$ cat config.mk
export PLATFORM = sky130hd
export DESIGN_NAME = eq_band_sequencer_flat
export DESIGN_NICKNAME = d
export VERILOG_FILES = /design/src/rtl/eq_band_sequencer_pkg.sv /design/src/rtl/eq_band_sequencer_if.sv /design/src/rtl/eq_mac_sat.sv /design/src/rtl/eq_band_sequencer.sv /design/src/flat_wrapper.sv
export SDC_FILE = /design/constraint.sdc
export NUM_CORES = 2
export LEC_CHECK = 0
export BUFFER_PORTS_ARGS = -buffer_cell sky130_fd_sc_hd__buf_2
export CORE_ASPECT_RATIO = 0.7
export CORE_MARGIN = 2
export CORE_UTILIZATION = 35
export CTS_CLUSTER_DIAMETER = 50
export CTS_CLUSTER_SIZE = 10
export DETAILED_ROUTE_END_ITERATION = 12
export PLACE_DENSITY = 0.52
export SYNTH_ARGS = -nofsm -noshare
export SYNTH_HDL_FRONTEND = slang
export SYNTH_SLANG_ARGS = --single-unit
$ cat constraint.sdc
create_clock -name clk -period 21.8 [get_ports clk]
set_clock_uncertainty 0.1 [all_clocks]
set_input_delay 4.36 -clock clk [delete_from_list [all_inputs] [get_ports clk]]
set_output_delay 4.36 -clock clk [all_outputs]
set_load 0.005 [all_outputs]
$ cat src/rtl/eq_band_sequencer_pkg.sv
// Shared types and constants for the eight-band equalizer sequencer.
// Holds the FSM state encoding, the config map, reset defaults and the output saturator.
package eq_band_sequencer_pkg;

    localparam int          NUM_BANDS     = 8;
    localparam logic [3:0]  CFG_ADDR_MASK = 4'd8;
    localparam logic [15:0] RST_GAIN      = 16'h4000;
    localparam logic [7:0]  RST_MASK      = 8'hFF;

    typedef enum logic [2:0] {
        ST_IDLE,
        ST_FIRE,
        ST_WAIT,
        ST_MAC,
        ST_DONE
    } state_t;

    typedef logic signed [15:0] gain_t;

    // Clamp a 51-bit value to 32 bits. It fits only when bits 50:31 are all sign copies.
    function automatic logic [31:0] sat32(input logic [50:0] v);
        if (v[50:31] == '0 || v[50:31] == '1) begin
            return v[31:0];
        end
        return v[50] ? 32'h8000_0000 : 32'h7FFF_FFFF;
    endfunction

endpackage

$ cat src/rtl/eq_band_sequencer_if.sv
// Configuration write port of the band sequencer.
// Writes are accepted on any cycle and never stall.
interface eq_band_sequencer_if;
    logic        cfg_we;
    logic [3:0]  cfg_addr;
    logic [15:0] cfg_wdata;

    modport master (output cfg_we, output cfg_addr, output cfg_wdata);
    modport slave  (input  cfg_we, input  cfg_addr, input  cfg_wdata);
endinterface

$ cat src/rtl/eq_mac_sat.sv
// 32x16 signed multiply-accumulate into 51 bits, plus a combinational shift-and-saturate output.
// The accumulator updates one cycle after en; y follows acc combinationally. There is no backpressure.
module eq_mac_sat
    import eq_band_sequencer_pkg::*;
#(
    parameter int GAIN_FRAC = 14
) (
    input  logic               clk,
    input  logic               rst_n,
    input  logic               clr,
    input  logic               en,
    input  logic signed [31:0] a,
    input  logic signed [15:0] b,
    output logic signed [31:0] y
);

    logic signed [47:0] prod;
    logic signed [50:0] prod_ext;
    logic signed [50:0] acc;
    logic signed [50:0] shifted;

    assign prod     = a * b;
    assign prod_ext = {{3{prod[47]}}, prod};

    always_ff @(posedge clk) begin
        if (!rst_n || clr) begin
            acc <= '0;
        end else if (en) begin
            acc <= acc + prod_ext;
        end
    end

    // The arithmetic shift floors toward -inf, so no rounding correction is applied.
    assign shifted = acc >>> GAIN_FRAC;
    assign y       = sat32(shifted);

endmodule

$ cat src/rtl/eq_band_sequencer.sv
// Fires the enabled band filters, waits FILT_LAT cycles, then sums gain-weighted band outputs over 8 cycles.
// Result appears FILT_LAT+10 cycles after sample_stb. A strobe that arrives while busy is dropped and flagged in overrun.
module eq_band_sequencer
    import eq_band_sequencer_pkg::*;
#(
    parameter int FILT_LAT  = 2,
    parameter int GAIN_FRAC = 14
) (
    input  logic               clk,
    input  logic               rst_n,
    input  logic               sample_stb,
    output logic               ena_1,
    output logic               ena_2,
    output logic               ena_3,
    output logic               ena_4,
    output logic               ena_5,
    output logic               ena_6,
    output logic               ena_7,
    output logic               ena_8,
    input  logic signed [31:0] y_in_1,
    input  logic signed [31:0] y_in_2,
    input  logic signed [31:0] y_in_3,
    input  logic signed [31:0] y_in_4,
    input  logic signed [31:0] y_in_5,
    input  logic signed [31:0] y_in_6,
    input  logic signed [31:0] y_in_7,
    input  logic signed [31:0] y_in_8,
    eq_band_sequencer_if.slave cfg,
    output logic signed [31:0] y_mix,
    output logic               y_valid,
    output logic               busy,
    output logic               overrun
);

    localparam int             WCW       = (FILT_LAT > 1) ? $clog2(FILT_LAT) : 1;
    localparam logic [WCW-1:0] WAIT_LAST = WCW'((FILT_LAT > 0) ? FILT_LAT - 1 : 0);

    state_t             state, state_nxt;
    gain_t              shadow_gain [NUM_BANDS];
    gain_t              act_gain    [NUM_BANDS];
    logic [7:0]         shadow_mask, act_mask;
    logic [WCW-1:0]     wait_cnt;
    logic [2:0]         band;
    logic [7:0]         ena;
    logic               mac_clr, mac_en;
    logic signed [31:0] y_sel, mac_y, y_hold;

    always_ff @(posedge clk) begin
        if (!rst_n) begin
            state <= ST_IDLE;
        end else begin
            state <= state_nxt;
        end
    end

    always_comb begin
        state_nxt = state;
        ena       = '0;
        mac_clr   = 1'b0;
        mac_en    = 1'b0;
        case (state)
            ST_IDLE: if (sample_stb) state_nxt = ST_FIRE;
            ST_FIRE: begin
                ena = act_mask;
                if (FILT_LAT == 0) begin
                    state_nxt = ST_MAC;
                    mac_clr   = 1'b1;
                end else begin
                    state_nxt = ST_WAIT;
                end
            end
            ST_WAIT: if (wait_cnt == WAIT_LAST) begin
                state_nxt = ST_MAC;
                mac_clr   = 1'b1;
            end
            ST_MAC: begin
                mac_en = act_mask[band];
                if (band == 3'(NUM_BANDS - 1)) state_nxt = ST_DONE;
            end
            ST_DONE: state_nxt = ST_IDLE;
            default: state_nxt = ST_IDLE;
        endcase
    end

    always_ff @(posedge clk) begin
        if (!rst_n) begin
            wait_cnt <= '0;
            band     <= '0;
        end else begin
            wait_cnt <= (state == ST_WAIT) ? wait_cnt + 1'b1 : '0;
            band     <= (state == ST_MAC)  ? band + 1'b1     : '0;
        end
    end

    // Shadow takes writes at any time; the active copy is frozen per sample on acceptance.
    always_ff @(posedge clk) begin
        if (!rst_n) begin
            for (int i = 0; i < NUM_BANDS; i++) begin
                shadow_gain[i] <= RST_GAIN;
                act_gain[i]    <= RST_GAIN;
            end
            shadow_mask <= RST_MASK;
            act_mask    <= RST_MASK;
        end else begin
            if (state == ST_IDLE && sample_stb) begin
                act_gain <= shadow_gain;
                act_mask <= shadow_mask;
            end
            if (cfg.cfg_we && !cfg.cfg_addr[3]) begin
                shadow_gain[cfg.cfg_addr[2:0]] <= cfg.cfg_wdata;
            end else if (cfg.cfg_we && cfg.cfg_addr == CFG_ADDR_MASK) begin
                shadow_mask <= cfg.cfg_wdata[7:0];
            end
        end
    end

    always_ff @(posedge clk) begin
        if (!rst_n) begin
            overrun <= 1'b0;
        end else if (sample_stb && busy) begin
            overrun <= 1'b1;
        end else if (cfg.cfg_we && cfg.cfg_addr == CFG_ADDR_MASK) begin
            overrun <= 1'b0;
        end
    end

    always_comb begin
        y_sel = y_in_1;
        case (band)
            3'd0: y_sel = y_in_1;
            3'd1: y_sel = y_in_2;
            3'd2: y_sel = y_in_3;
            3'd3: y_sel = y_in_4;
            3'd4: y_sel = y_in_5;
            3'd5: y_sel = y_in_6;
            3'd6: y_sel = y_in_7;
            3'd7: y_sel = y_in_8;
        endcase
    end

    eq_mac_sat #(.GAIN_FRAC(GAIN_FRAC)) u_mac (
        .clk   (clk),
        .rst_n (rst_n),
        .clr   (mac_clr),
        .en    (mac_en),
        .a     (y_sel),
        .b     (act_gain[band]),
        .y     (mac_y)
    );

    // y_mix shows the fresh result during DONE and is held afterwards.
    always_ff @(posedge clk) begin
        if (!rst_n) begin
            y_hold <= '0;
        end else if (state == ST_DONE) begin
            y_hold <= mac_y;
        end
    end

    assign y_mix   = (state == ST_DONE) ? mac_y : y_hold;
    assign y_valid = (state == ST_DONE);
    assign busy    = (state != ST_IDLE);

    assign {ena_8, ena_7, ena_6, ena_5, ena_4, ena_3, ena_2, ena_1} = ena;

endmodule

$ cat src/flat_wrapper.sv
// flat-port wrapper written by rule: the top's interface ports become plain ports
module eq_band_sequencer_flat import eq_band_sequencer_pkg::*;
#(
    parameter int FILT_LAT  = 2,
    parameter int GAIN_FRAC = 14
)
  (clk, rst_n, sample_stb, ena_1, ena_2, ena_3, ena_4, ena_5, ena_6, ena_7, ena_8, y_in_1, y_in_2, y_in_3, y_in_4, y_in_5, y_in_6, y_in_7, y_in_8, y_mix, y_valid, busy, overrun, cfg_cfg_we, cfg_cfg_addr, cfg_cfg_wdata);
  eq_band_sequencer_if cfg_i ();
  input  logic clk;
  input  logic rst_n;
  input  logic sample_stb;
  output logic ena_1;
  output logic ena_2;
  output logic ena_3;
  output logic ena_4;
  output logic ena_5;
  output logic ena_6;
  output logic ena_7;
  output logic ena_8;
  input  logic signed [31:0] y_in_1;
  input  logic signed [31:0] y_in_2;
  input  logic signed [31:0] y_in_3;
  input  logic signed [31:0] y_in_4;
  input  logic signed [31:0] y_in_5;
  input  logic signed [31:0] y_in_6;
  input  logic signed [31:0] y_in_7;
  input  logic signed [31:0] y_in_8;
  output logic signed [31:0] y_mix;
  output logic y_valid;
  output logic busy;
  output logic overrun;
  input wire logic [$bits(cfg_i.cfg_we)-1:0] cfg_cfg_we;
  input wire logic [$bits(cfg_i.cfg_addr)-1:0] cfg_cfg_addr;
  input wire logic [$bits(cfg_i.cfg_wdata)-1:0] cfg_cfg_wdata;
  assign cfg_i.cfg_we = cfg_cfg_we;
  assign cfg_i.cfg_addr = cfg_cfg_addr;
  assign cfg_i.cfg_wdata = cfg_cfg_wdata;
  eq_band_sequencer #(.FILT_LAT(FILT_LAT), .GAIN_FRAC(GAIN_FRAC)) u_core (.clk(clk), .rst_n(rst_n), .sample_stb(sample_stb), .ena_1(ena_1), .ena_2(ena_2), .ena_3(ena_3), .ena_4(ena_4), .ena_5(ena_5), .ena_6(ena_6), .ena_7(ena_7), .ena_8(ena_8), .y_in_1(y_in_1), .y_in_2(y_in_2), .y_in_3(y_in_3), .y_in_4(y_in_4), .y_in_5(y_in_5), .y_in_6(y_in_6), .y_in_7(y_in_7), .y_in_8(y_in_8), .cfg(cfg_i), .y_mix(y_mix), .y_valid(y_valid), .busy(busy), .overrun(overrun));
endmodule
==> reports/summary.txt <==
status: finished, final reports clean
Power Total: 0.00182 W
row count: 98
Max Cap Viol: 0
logic gate share of total power: 18.4%
total gr overflow: 0
Hold Path Cell Cnt: 1
Net Sw Frac: 30.3%
share of cells above drive strength 1: 14.0%
final layout net count: 5344
Post-DP HPWL: 94000 um
drt total wl: 125000 um
critical path depth in cells: 28
Post-Syn Area: 35800 um2
die area: 105000 um2
RSZ-0062 raised after global routing: no
Synth Area per Inst: 8.56 um2
Die W: 386 um
Synth top area share: 30.7%
top cells by count, synth: 904 x nand2_1, 587 x inv_1, 550 x fa_1, 369 x nor2_1, 363 x dfxtp_1
CTS Hold Bufs: 0
max frequency: 84.5 MHz
Leak: 18.2 nW
critical path class: input pin to flip-flop
Final Max Tran Viols: 0
Pint: 0.00127 W
most used cell, CP: fa_1
core area: 102000 um2
#FFs+latches synth: 363
NetSw: 0.000552 W
P&R area growth vs syn: 13.0%
Worst-Margin Slew: 1.26 ns
WP data required: 22.23 ns
CP arrival: 12.26 ns
delay-heaviest family, CP: adder cells
Yosys cell types: 74
vias in the first global route: 29400
startpoint types: input pin
initial antenna violation count: 11
peak supply drop: 0.0546 mV
Seq/Total Area, Yosys: 20.3%
largest net degree at the start of global routing: 137
clk buf depth: 3
synth top area cells: fa_1 31%, dfxtp_1 20%, nand2_1 9.5%, inv_1 6.2%, a21boi_0 5.1%
min Tclk post-route: 11.83 ns
Final GP Congestion: 0.883
clock sinks: 363
final setup vio count: 0
later-pin clock latency in the skew report: 0.62 ns
first-pass GRT wire length: 190000 um
post-cts gate resize count: 0
Port Buffers: 322
routed len/inst: 21.8 um
TritonCTS clock tree: done
Ports: 323
via count: 29100
Clock Root Buffer: clkbuf_16
Clock Pin Slew Worst Setup and Hold Paths: 0.05 ns
post-synthesis async set-or-reset flop share: 0%
biggest area consumer among synthesized cells: fa_1
CP max stage cell: fa_1
DRC Markers: 0
r2r worst-path depth: 29
relative slew slack: 15.7%
endpoints failing hold: 0
cell with the most instances after synthesis: nand2_1
DRT Pass-1 Iters: 6
via density per instance: 5.07
Setup crit end kind: flip-flop
Reg area: 7270 um2
clock buffer count from CTS: 51
Final Cycle Share: 54.3%
main flop type after synthesis: dfxtp_1
sequential share of power: 37.4%
fill count: 10400
CP max FO: 9
syn nets: 5157
CP Buf/Inv Count: 5
Synthesis Warnings: 0
initial core utilization: 35.2%
hold crit path type: flip-flop to flip-flop
Pwr Density: 45.0 nW/um2
slowest cell delay on critical path: 0.58 ns
count of flip-flops with a built-in enable after synthesis: 0
ANT nets after route: 0
area of the multi-input gates: 25600 um2
setup TNS: 0 ns
H-Tree Depth: 2
Cells after Synth: 4185
total track usage: 24.1%
Initial DRC Count: 2175
postcts setup bufs: 0
Vert. Die Dim: 272 um
clock power share: 44.2%
## final cells by class
cell class	count	area share, %
Timing Repair Buffer	376	5.00
Inverter	588	5.46
Clock buffer	58	3.34
Antenna cell	3	0.0186
Clock inverter	19	0.662
Tap cell	1350	4.18
Multi-Input combinational cell	2992	63.4
Sequential cell	363	18.0
## power groups by stage
stage	Combinational [W]	Clock [W]	Sequential, W
after detailed placement	0.000329	0	0.000695
after floorplan	0.000203	0	0.000691
final	0.000334	0.000804	0.000681
after CTS	0.000334	0.000824	0.000681
after global placement	0.000332	0	0.000695
after global routing	0.000368	0.000850	0.000681
## kinds of logic (layout without fill, tap and decap cells)
kind of cell	Yosys count	after routing	synth area share (%)
flip-flops	363	363	20.3
buffers and inverters	830	1041	8.86
multiplexers	116	116	4.65
XOR/XNOR	45	45	1.12
AND/OR/NAND/NOR	1495	1495	17.1
adder cells (fa/ha/maj)	692	692	35.7
AO/OA/AOI/OAI	644	644	12.3
other	0	3	0
## path summary, 6_finish.rpt
path	endpoint	slack [ns]	from
max reg2reg	u_core.u_mac.acc[46]	11.47	u_core.band[0]
min	u_core.wait_cnt	0.33	u_core.wait_cnt
min reg2reg	u_core.wait_cnt	0.33	u_core.wait_cnt
max	u_core.u_mac.acc[38]	9.97	y_in_5[10]
## worst register-to-register path: cells and delay by family, from the launching register on
kind,cells,cell delay [ns]
AOI/OAI and AO/OA,7,2.10
adders and majority gates,9,4.51
buffers and inverters,5,0.90
DFF,1,0.71
and+or+nand+nor,8,1.95
## layer usage
layer | track usage (%) | share of wire (%)
met2 | 36.3 | 43
met4 | 6.74 | 2.9
met1 | 34.9 | 47
met5 | 0 | 0.053
met3 | 4.69 | 7.5
## state kept, by name, indices dropped and copies added, names as in the netlist
register / count
u_core.shadow_mask: 8
u_core.wait_cnt: 1
u_core.state: 3
u_core.u_mac.acc: 51
u_core.act_gain: 128
u_core.shadow_gain: 128
u_core.y_hold: 32
u_core.act_mask: 8
u_core.band: 3
u_core.overrun: 1
## metrics by stage
step	hold slack (ns)	std cells	setup WS, ns	util, %	cell area (um2)
after floorplan	0.297	4185	10.91	-	35800
after global placement	0.316	5669	9.41	38.2	38800
after detailed placement	0.310	5669	9.36	38.2	38800
after CTS	0.326	5746	9.94	39.7	40400
after global routing	0.344	5747	9.56	39.7	40500
final	0.327	5749	9.97	39.8	40500
## cells in the final DEF (no fill, tap or decap), types with 10 or more instances in the layout
cell type,count
o21ai_0,25
a222oi_1,31
nand2b_1,24
nand2_1,902
o21a_1,35
xnor2_1,26
clkbuf_16,51
a21boi_0,241
nand3_1,40
a21o_1,21
mux2i_1,11
a21oi_1,177
dfxtp_1,360
o21ai_1,32
fa_1,550
nand4_1,39
ha_1,138
inv_1,587
o21bai_1,12
nor3_1,16
nor2_1,367
mux4_2,34
mux2i_4,10
buf_4,54
mux2_2,60
buf_2,321
xor2_1,18
and2_1,46
or2_2,13
Power figures use the tool's default switching activity.
